[config.mk]
export PLATFORM = sky130hd
export DESIGN_NAME = uart2_dut
export DESIGN_NICKNAME = d
export VERILOG_FILES = /design/src/rtl/uart_pkg.sv /design/src/rtl/uart2_dut.sv /design/src/rtl/uart_tick_gen.sv /design/src/rtl/uart1_dut.sv
export SDC_FILE = /design/constraint.sdc
export NUM_CORES = 1
export LEC_CHECK = 0
export CAP_MARGIN = 20
export CORE_ASPECT_RATIO = 1.1
export CORE_MARGIN = 2
export CORE_UTILIZATION = 51
export DETAILED_ROUTE_END_ITERATION = 7
export PLACE_DENSITY = 0.75
export SLEW_MARGIN = 20
export SYNTH_ARGS = -nofsm -noshare
export SYNTH_HDL_FRONTEND = slang
export SYNTH_SLANG_ARGS = --single-unit
[constraint.sdc]
create_clock -name clk_sis -period 1.7 [get_ports clk_sis]
set_input_delay 0.255 -clock clk_sis [delete_from_list [all_inputs] [get_ports clk_sis]]
set_output_delay 0.255 -clock clk_sis [all_outputs]
set_load 0.05 [all_outputs]
[src/rtl/uart_pkg.sv]
// rtl/uart_pkg.sv - shared UART types and constants
package uart_pkg;

  localparam int OVS_DEFAULT = 16;
  localparam int DATA_W      = 8;

  typedef enum logic [1:0] {
    TX_IDLE,
    TX_START,
    TX_DATA,
    TX_STOP
  } tx_state_t;

  typedef enum logic [2:0] {
    RX_IDLE,
    RX_START,
    RX_DATA,
    RX_STOP,
    RX_WAIT
  } rx_state_t;

endpackage

[src/rtl/uart2_dut.sv]
// rtl/uart2_dut.sv - second UART channel, same core with _2 port names
module uart2_dut
  import uart_pkg::*;
#(
  parameter int OVS = OVS_DEFAULT
) (
  input  logic              clk_sis,
  input  logic              rst,
  input  logic              clk_uart,
  input  logic              start_bit_2,
  input  logic [DATA_W-1:0] data_in_2,
  input  logic              stop_bit_2,
  output logic              tx2,
  input  logic              rx2,
  output logic [DATA_W-1:0] data_out_2,
  output logic              rx_valid_2,
  output logic              frame_err_2,
  output logic              tx_busy_2
);

  uart1_dut #(.OVS(OVS)) u_core (
    .clk_sis     (clk_sis),
    .rst         (rst),
    .clk_uart    (clk_uart),
    .start_bit   (start_bit_2),
    .data_in_1   (data_in_2),
    .stop_bit    (stop_bit_2),
    .tx1         (tx2),
    .rx1         (rx2),
    .data_out_1  (data_out_2),
    .rx_valid_1  (rx_valid_2),
    .frame_err_1 (frame_err_2),
    .tx_busy_1   (tx_busy_2)
  );

endmodule

[src/rtl/uart_tick_gen.sv]
// rtl/uart_tick_gen.sv - oversample strobe synchronizer and rising-edge tick
module uart_tick_gen (
  input  logic clk_sis,
  input  logic rst,
  input  logic strobe,
  output logic tick
);

  logic [1:0] sync;
  logic       prev;

  // Two-flop synchronizer, then a registered rising-edge detect (strobe rise to tick = 3 cycles)
  always_ff @(posedge clk_sis or negedge rst) begin
    if (!rst) begin
      sync <= 2'b00;
      prev <= 1'b0;
      tick <= 1'b0;
    end else begin
      sync <= {sync[0], strobe};
      prev <= sync[1];
      tick <= sync[1] & ~prev;
    end
  end

endmodule

[src/rtl/uart1_dut.sv]
// rtl/uart1_dut.sv - full-duplex 8N1/8N2 UART core
module uart1_dut
  import uart_pkg::*;
#(
  parameter int OVS = OVS_DEFAULT
) (
  input  logic              clk_sis,
  input  logic              rst,
  input  logic              clk_uart,
  input  logic              start_bit,
  input  logic [DATA_W-1:0] data_in_1,
  input  logic              stop_bit,
  output logic              tx1,
  input  logic              rx1,
  output logic [DATA_W-1:0] data_out_1,
  output logic              rx_valid_1,
  output logic              frame_err_1,
  output logic              tx_busy_1
);

  localparam int            CW   = (OVS > 2) ? $clog2(OVS) : 1;
  localparam logic [CW-1:0] LAST = CW'(OVS - 1);
  localparam logic [CW-1:0] HALF = CW'(OVS / 2 - 1);

  logic tick;

  uart_tick_gen u_tick (
    .clk_sis (clk_sis),
    .rst     (rst),
    .strobe  (clk_uart),
    .tick    (tick)
  );

  // ---------------- transmitter ----------------
  tx_state_t         tx_state;
  logic [CW-1:0]     tx_cnt;
  logic [2:0]        tx_bit;
  logic [DATA_W-1:0] tx_shreg;
  logic              tx_two_stop;
  logic              tx_stop_idx;

  // TX FSM: a request is latched while idle; the frame itself starts on the following tick
  always_ff @(posedge clk_sis or negedge rst) begin
    if (!rst) begin
      tx_state    <= TX_IDLE;
      tx1         <= 1'b1;
      tx_busy_1   <= 1'b0;
      tx_cnt      <= '0;
      tx_bit      <= 3'd0;
      tx_shreg    <= '0;
      tx_two_stop <= 1'b0;
      tx_stop_idx <= 1'b0;
    end else begin
      case (tx_state)
        TX_IDLE: begin
          if (!tx_busy_1) begin
            if (start_bit) begin
              tx_shreg    <= data_in_1;
              tx_two_stop <= stop_bit;
              tx_busy_1   <= 1'b1;
            end
          end else if (tick) begin
            tx_state <= TX_START;
            tx1      <= 1'b0;
            tx_cnt   <= '0;
          end
        end
        TX_START: begin
          if (tick) begin
            if (tx_cnt == LAST) begin
              tx_cnt   <= '0;
              tx_bit   <= 3'd0;
              tx1      <= tx_shreg[0];
              tx_state <= TX_DATA;
            end else begin
              tx_cnt <= tx_cnt + CW'(1);
            end
          end
        end
        TX_DATA: begin
          if (tick) begin
            if (tx_cnt == LAST) begin
              tx_cnt <= '0;
              if (tx_bit == 3'd7) begin
                tx1         <= 1'b1;
                tx_stop_idx <= 1'b0;
                tx_state    <= TX_STOP;
              end else begin
                tx_bit   <= tx_bit + 3'd1;
                tx_shreg <= {1'b0, tx_shreg[DATA_W-1:1]};
                tx1      <= tx_shreg[1];
              end
            end else begin
              tx_cnt <= tx_cnt + CW'(1);
            end
          end
        end
        TX_STOP: begin
          if (tick) begin
            if (tx_cnt == LAST) begin
              tx_cnt <= '0;
              if (tx_two_stop && !tx_stop_idx) begin
                tx_stop_idx <= 1'b1;
              end else begin
                tx_busy_1 <= 1'b0;
                tx_state  <= TX_IDLE;
              end
            end else begin
              tx_cnt <= tx_cnt + CW'(1);
            end
          end
        end
        default: tx_state <= TX_IDLE;
      endcase
    end
  end

  // ---------------- receiver ----------------
  logic [1:0] rx_sync;
  logic       rx_s;
  logic       rx_prev;

  assign rx_s = rx_sync[1];

  // Line synchronizer; resets to the idle-high level so release never looks like a start edge
  always_ff @(posedge clk_sis or negedge rst) begin
    if (!rst) begin
      rx_sync <= 2'b11;
      rx_prev <= 1'b1;
    end else begin
      rx_sync <= {rx_sync[0], rx1};
      rx_prev <= rx_s;
    end
  end

  rx_state_t         rx_state;
  logic [CW-1:0]     rx_cnt;
  logic [2:0]        rx_bit;
  logic [DATA_W-1:0] rx_shreg;

  // RX FSM: samples at bit midpoints measured from the detected start edge
  always_ff @(posedge clk_sis or negedge rst) begin
    if (!rst) begin
      rx_state    <= RX_IDLE;
      rx_cnt      <= '0;
      rx_bit      <= 3'd0;
      rx_shreg    <= '0;
      data_out_1  <= '0;
      rx_valid_1  <= 1'b0;
      frame_err_1 <= 1'b0;
    end else begin
      rx_valid_1  <= 1'b0;
      frame_err_1 <= 1'b0;
      case (rx_state)
        RX_IDLE: begin
          if (rx_prev && !rx_s) begin
            rx_cnt   <= '0;
            rx_state <= RX_START;
          end
        end
        RX_START: begin
          if (tick) begin
            if (rx_cnt == HALF) begin
              rx_cnt   <= '0;
              rx_bit   <= 3'd0;
              rx_state <= rx_s ? RX_IDLE : RX_DATA;
            end else begin
              rx_cnt <= rx_cnt + CW'(1);
            end
          end
        end
        RX_DATA: begin
          if (tick) begin
            if (rx_cnt == LAST) begin
              rx_cnt   <= '0;
              rx_shreg <= {rx_s, rx_shreg[DATA_W-1:1]};
              rx_bit   <= rx_bit + 3'd1;
              if (rx_bit == 3'd7) rx_state <= RX_STOP;
            end else begin
              rx_cnt <= rx_cnt + CW'(1);
            end
          end
        end
        RX_STOP: begin
          if (tick) begin
            if (rx_cnt == LAST) begin
              rx_cnt <= '0;
              if (rx_s) begin
                data_out_1 <= rx_shreg;
                rx_valid_1 <= 1'b1;
                rx_state   <= RX_IDLE;
              end else begin
                frame_err_1 <= 1'b1;
                rx_state    <= RX_WAIT;
              end
            end else begin
              rx_cnt <= rx_cnt + CW'(1);
            end
          end
        end
        RX_WAIT: begin
          if (rx_s) rx_state <= RX_IDLE;
        end
        default: rx_state <= RX_IDLE;
      endcase
    end
  end

endmodule

; ---- Word level (Yosys, flattened, before mapping)
; Index checks and enable logic that the tools add are counted.
[classes]
addsub = 4
multipliers = 0
div_mod_pow = 0
magnitude_cmp = 0
eq_ne = 37
shift = 0
n_mux = 80
bitwise_logic = 3
n_reduce_logical = 28
[ops]
columns = op, n
row1 = $mux 3, 19
row2 = $mux 8, 5
row3 = $mux 4, 9
row4 = $ne 2x1->1 const B, 14
row5 = $mux 1, 26
row6 = $mux 2, 11
row7 = $ne 2x2->1 const B, 11
row8 = $pmux 8 s2, 1
row9 = $pmux 3 s5, 1
row10 = $reduce_and 7->1, 2
row11 = $pmux 3 s2, 2
row12 = $pmux 4 s3, 1
row13 = $reduce_and 4->1, 3
row14 = $reduce_and 6->1, 2
row15 = $reduce_and 10->1, 1
row16 = $reduce_bool 2->1, 5
row17 = $eq 3x3->1 const B, 3
row18 = $reduce_and 3->1, 3
row19 = $reduce_and 9->1, 1
row20 = $add 4x1->4 const B, 2
row21 = $eq 4x4->1 const B, 2
row22 = $pmux 2 s4, 1
row23 = $pmux 4 s2, 1
row24 = $add 3x1->3 const B, 2
row25 = other kinds (17), 24
[word_totals]
reg_bits = 56
latch_bits = 0
mem_bits_rw = 0
rom_bits = 0
in_bits = 14
memories = 0

; ---- Longest topological paths before layout
[logic_depth]
ltp_word = 6
ltp_mapped = 7

; ---- Modules after synthesis
; A second synthesis with hierarchy kept.
[hier_totals]
hier_cells = 242
area_unflattened_um2 = 2682.6
[modules_own_cells]
columns = mod, n_inst, cells_per_inst, area_each_um2, seq_area_each_um2
row1 = uart1_dut, 1, 237, 2568.7, 1306.3
row2 = uart_tick_gen, 1, 5, 113.9, 100.1

; ---- Worst setup path before layout
; OpenSTA, ideal clock, no wires.
[synth_timing]
path_type = flip-flop to flip-flop
start = reg u_core.tx_state[0]
end = reg u_core.tx_shreg[4]
setup_ps = 125
arrival_ps = 1724
required_time_ps = 1575
setup_slack_ps = -149
stages_incl_launch_ff = 7
path_buffers = 2
period_less_slack_ps = 1849
path_cell_list = dfrtp_1 inv_1 ha_1 buf_2 buf_1 mux2_2 mux2_2
[synth_via]
elab_chain_cells = 3
word_cells_on_any_way = 10
cone_classes = eq/ne: 6 / mux: 1 / reduce/logical: 3
[synth_lines]
columns = item, line_no
row1 = from (decl), uart1_dut.sv:35  ; tx_state_t tx_state;
row2 = from (signal assigned), uart1_dut.sv:45  ; tx_state <= TX_IDLE;
row3 = from (signal assigned), uart1_dut.sv:63  ; tx_state <= TX_START;
row4 = from (signal assigned), uart1_dut.sv:74  ; tx_state <= TX_DATA;
row5 = $eq 2x2->1 or $logic_not 2->1 (tied branches), uart1_dut.sv:54  ; case (tx_state)
row6 = "$ne 2x2->1 (no line), or another cell as far along", -
row7 = $reduce_and 6->1 (no line), -
row8 = to (signal assigned), uart1_dut.sv:58  ; tx_shreg <= data_in_1;
row9 = to (signal assigned), uart1_dut.sv:90  ; tx_shreg <= {1'b0, tx_shreg[DATA_W-1:1]};
row10 = to (decl), uart1_dut.sv:38  ; logic [DATA_W-1:0] tx_shreg;
; Several ways; a longest one is shown, not always the timed one.
; A chain may end at the register's enable or synchronous reset.

; ---- Worst setup path after layout
[layout_timing]
start = reg u_core.tx_cnt[0]
end = reg u_core.tx_shreg[6]
[layout_via]
elab_chain_cells = 3
[layout_lines]
columns = item, line_no
row1 = from (decl), uart1_dut.sv:36  ; logic [CW-1:0] tx_cnt;
row2 = from (signal assigned), uart1_dut.sv:76  ; tx_cnt <= tx_cnt + CW'(1);
row3 = from (signal assigned), uart1_dut.sv:94  ; tx_cnt <= tx_cnt + CW'(1);
row4 = from (signal assigned), uart1_dut.sv:109  ; tx_cnt <= tx_cnt + CW'(1);
row5 = $eq 4x4->1, uart1_dut.sv:82  ; if (tx_cnt == LAST) begin
row6 = $ne 2x1->1 (no line), -
row7 = $reduce_and 6->1 (no line), -
; Every way passes these cells.

==> results.py <==
metrics = {
    "run_status": {
        "outcome": "finished clean",
    },
    "pwr": {
        "worst_vdd_drop_mv": 0.683,
        "static-leakage-power_nw": 1.62,
        "total_power_mw": 4.71,
        "power-per-cell-area_nw_per_um2": 1370,
    },
    "global_route": {
        "grt_remaining_overflow": 0,
        "grt_antenna_before_repair": 0,
        "grt_first_pass_wirelength_mm": 8.63,
        "maximum_number_of_pins_on_one_net_before_global_route_repair": 57,
        "vias_in_the_first_global_route": 1883,
        "global_route.usage.total": 0.186,
    },
    "placed_design": {
        "gpl.final_weighted_congestion": 0.773,
        "dpl_cell_area_um2": 3250,
        "detailed_place_hpwl_mm": 3.56,
        "place.detailed.instances": 353,
        "placement.io_buffers": 25,
    },
    "detailed_routing": {
        "detail-route-antenna-nets": 0,
        "route.detailed.drc": 0,
        "detailedRoute.firstPassIterationCount": 4,
        "wirelength_routed_mm": 5.06,
        "routed_wire_length_per_instance_um": 13.9,
        "via_count": 1912,
        "drt_iter0_markers": 123,
        "viasPerCell": 5.25,
    },
    "min_path": {
        "min_delay_src": "rx2",
        "whs_path_depth": 1,
        "hold-path-endpoint": "u_core.rx_sync[0]",
        "worst_hold_path_type": "in -> reg",
    },
    "setup_path": {
        "worst_path_largest_cell_delay_ps": 390,
        "rr_startpoint": "u_core.tx_cnt[0]",
        "endpoint_kind": "register",
        "r2r_cells": 5,
        "regToRegEndpoint": "u_core.tx_shreg[6]",
        "setup.worst_path.start_class": "register",
        "worstPathArrival_ps": 1860,
        "timing.critical_path.fanout_max": 8,
        "required_ps": 1900,
        "reg2reg_setup_slack_ps": 40,
        "cp_cell_sequence": "ha_1 -> nand4_1 -> nor2_2 -> o21ai_4 -> mux2_2",
        "critical_path_class": "reg -> reg",
        "crit_path_top_delay_cell": "dfrtp_1",
    },
    "synthesis": {
        "synthSimpleGateAreaFrac": 0.112,
        "yosys_most_used_dff": "dfrtp_1",
        "synthesized_area_per_cell_um2": 11.9,
        "synth_enable_flop_cells": 0,
        "postSynthNetCount": 256,
        "share_of_synthesized_area_spent_on_multiplexers": 0.160,
        "post_synth_inst_count": 230,
        "number_of_warning_messages_in_the_yosys_log": 0,
        "largest_family_of_logic_cells_by_synthesized_area": "multiplexers",
        "share_of_synthesized_cell_area_in_full_adder_half_adder_and_majority_cells": 0.0547,
        "synth_area_um2": 2740,
        "synth-seq-area-share": 0.513,
        "post_synth_main_area_contributors": "dfrtp_1, mux2_2, ha_1, dfstp_2, o21ai_0",
        "synth_xor_xnor_area_share": 0.0123,
        "synth_cell_types": 53,
        "synth_area_in_compound_gates": 0.119,
        "netlist.top_cell.by_area": "dfrtp_1",
        "synth-async-reset-ratio": 1.00,
        "synth-seq-cells": 56,
        "yosysTopAreaCellShare": 0.474,
    },
    "sta": {
        "rsz_0062_raised_after_global_routing": "yes",
        "finalWorstPathRequiredPeriod_ps": 1660,
        "slew_headroom": 0.708,
        "final-max-slew-violation-count": 0,
        "clock.fmax_mhz": 603,
        "final-setup-viol-count": 0,
        "hold_violations": 0,
        "worst_slew_pin_slew_ps": 438,
        "fin_worst_skew_ps": 8.85,
        "tns_ps": 0,
        "post-route-period-util": 0.976,
    },
    "clocking": {
        "numCtsBuffers": 5,
        "clk_latency_ps": 310,
        "clock_sink_count": 56,
        "clkTransAtPathRegs_ps": 100,
        "clk_root_buffer_cell": "clkbuf_8",
        "cts_htree_levels": 2,
        "clock_tree.buffer_depth": 2,
        "tritoncts": "built",
    },
    "finish": {
        "finalNetCount": 314,
        "final_cells": 364,
        "count_of_inserted_antenna_diode_cells": 0,
        "area.growth.synth_to_final_pct": 25.6,
        "mostFrequentLayoutCells": "dfrtp_1, buf_4, mux2_2",
        "final.fill_count": 411,
        "final_util": 0.652,
        "share_of_cells_above_drive_strength_1": 0.415,
        "layout_commonest_cell": "dfrtp_1",
        "layout.cell_area.non_filler_um2": 3450,
    },
    "floorplanning": {
        "design.core.area_um2": 5290,
        "placementRows": 28,
        "die_outline_area_um2": 5980,
        "die_height_um": 80.9,
        "io-pin-count": 26,
        "dieWidth_um": 73.9,
        "start_util": 0.519,
    },
    "job": {
        "timing.max_cap.violations": 0,
    },
}
worst max-delay path: cells and delay by family (launching register included):
kind | cells | cell delay [ps]
muxes | 1 | 380
AOI/OAI and AO/OA | 1 | 300
and+or+nand+nor | 2 | 270
DFF | 1 | 390
adders and majority gates | 1 | 210
what timing repair did:
action,4_1_cts,5_1_grt
pin swaps,0,4
hold buffers,1,0
resized for setup,3,17
setup endpoints to repair,7,18
gates cloned,0,0
endpoints found under the hold margin,52,0
buffers inserted,0,2
routing by layer:
layer	vias to the layer above	global-route usage	routed length [um]
met1	946	0.260	2400
met2	22	0.293	2470
li1	940	-	-
met4	0	0.0600	70
met5	-	0	0
met3	4	0.0335	109
synthesized netlist by cell type, drive strengths merged (3+ instances only):
master,n
dfrtp,52
mux2,36
o21ai,19
nand2,17
ha,12
inv,10
nor2,9
a21oi,7
nand3,7
buf,6
a22o,4
dfstp,4
a21o,3
mux2i,3
nand2b,3
nand4,3
nor2b,3
cell type report:
| cell class | instances | area, um2 | area share |
|---|---|---|---|
| Clock buffer | 5 | 68.8 | 0.0200 |
| Clock inverter | 3 | 23.8 | 0.00690 |
| Sequential cell | 56 | 1410 | 0.409 |
| Timing Repair Buffer | 58 | 482 | 0.140 |
| Multi-Input combinational cell | 157 | 1330 | 0.386 |
| Inverter | 10 | 37.5 | 0.0109 |
| Tap cell | 75 | 93.8 | 0.0272 |
state kept, by name, summed over array words and instances (netlist names), 3 cells and up:
register / flops
u_core.data_out_1: 8
u_core.rx_bit: 3
u_core.rx_cnt: 4
u_core.rx_shreg: 8
u_core.rx_state: 3
u_core.tx_bit: 3
u_core.tx_cnt: 4
u_core.tx_shreg: 8
report_power, final:
part / total, mW / internal [mW] / switching, mW
Combinational: 2.12 / 1.13 / 0.993
Clock: 0.738 / 0.293 / 0.445
Sequential: 1.84 / 1.60 / 0.240
how the worst max path moves through the flow:
stage / from / endpoint / slack (ps)
global placement: u_core.tx_cnt[0] / u_core.tx_shreg[3] / 20
floorplan: u_core.tx_state[0] / u_core.tx_shreg[0] / 9
finish: u_core.tx_cnt[0] / u_core.tx_shreg[6] / 40
global route: u_core.tx_cnt[0] / u_core.tx_shreg[0] / -40
CTS: u_core.rx_state[1] / u_core.rx_cnt[2] / 2
detailed placement: u_core.tx_bit[0] / u_core.tx_shreg[6] / -40
cell families (layout without fill, tap and decap cells):
family          after synthesis  after routing
buf+inv                      17             76
simple gates                 55             55
mux                          39             39
flops                        56             56
xor+xnor                      3              3
compound gates               48             48
fa+ha+maj                    12             12
through the flow:
stage                     setup slack [ps]  hold WS [ps]
final                                 40.7           353
after global routing                 -36.6           340
after CTS                             1.57           349
after detailed placement             -43.0           281
after global placement                18.2           276
after floorplan                       8.64         -40.6
(Power assumes the default switching activity.)
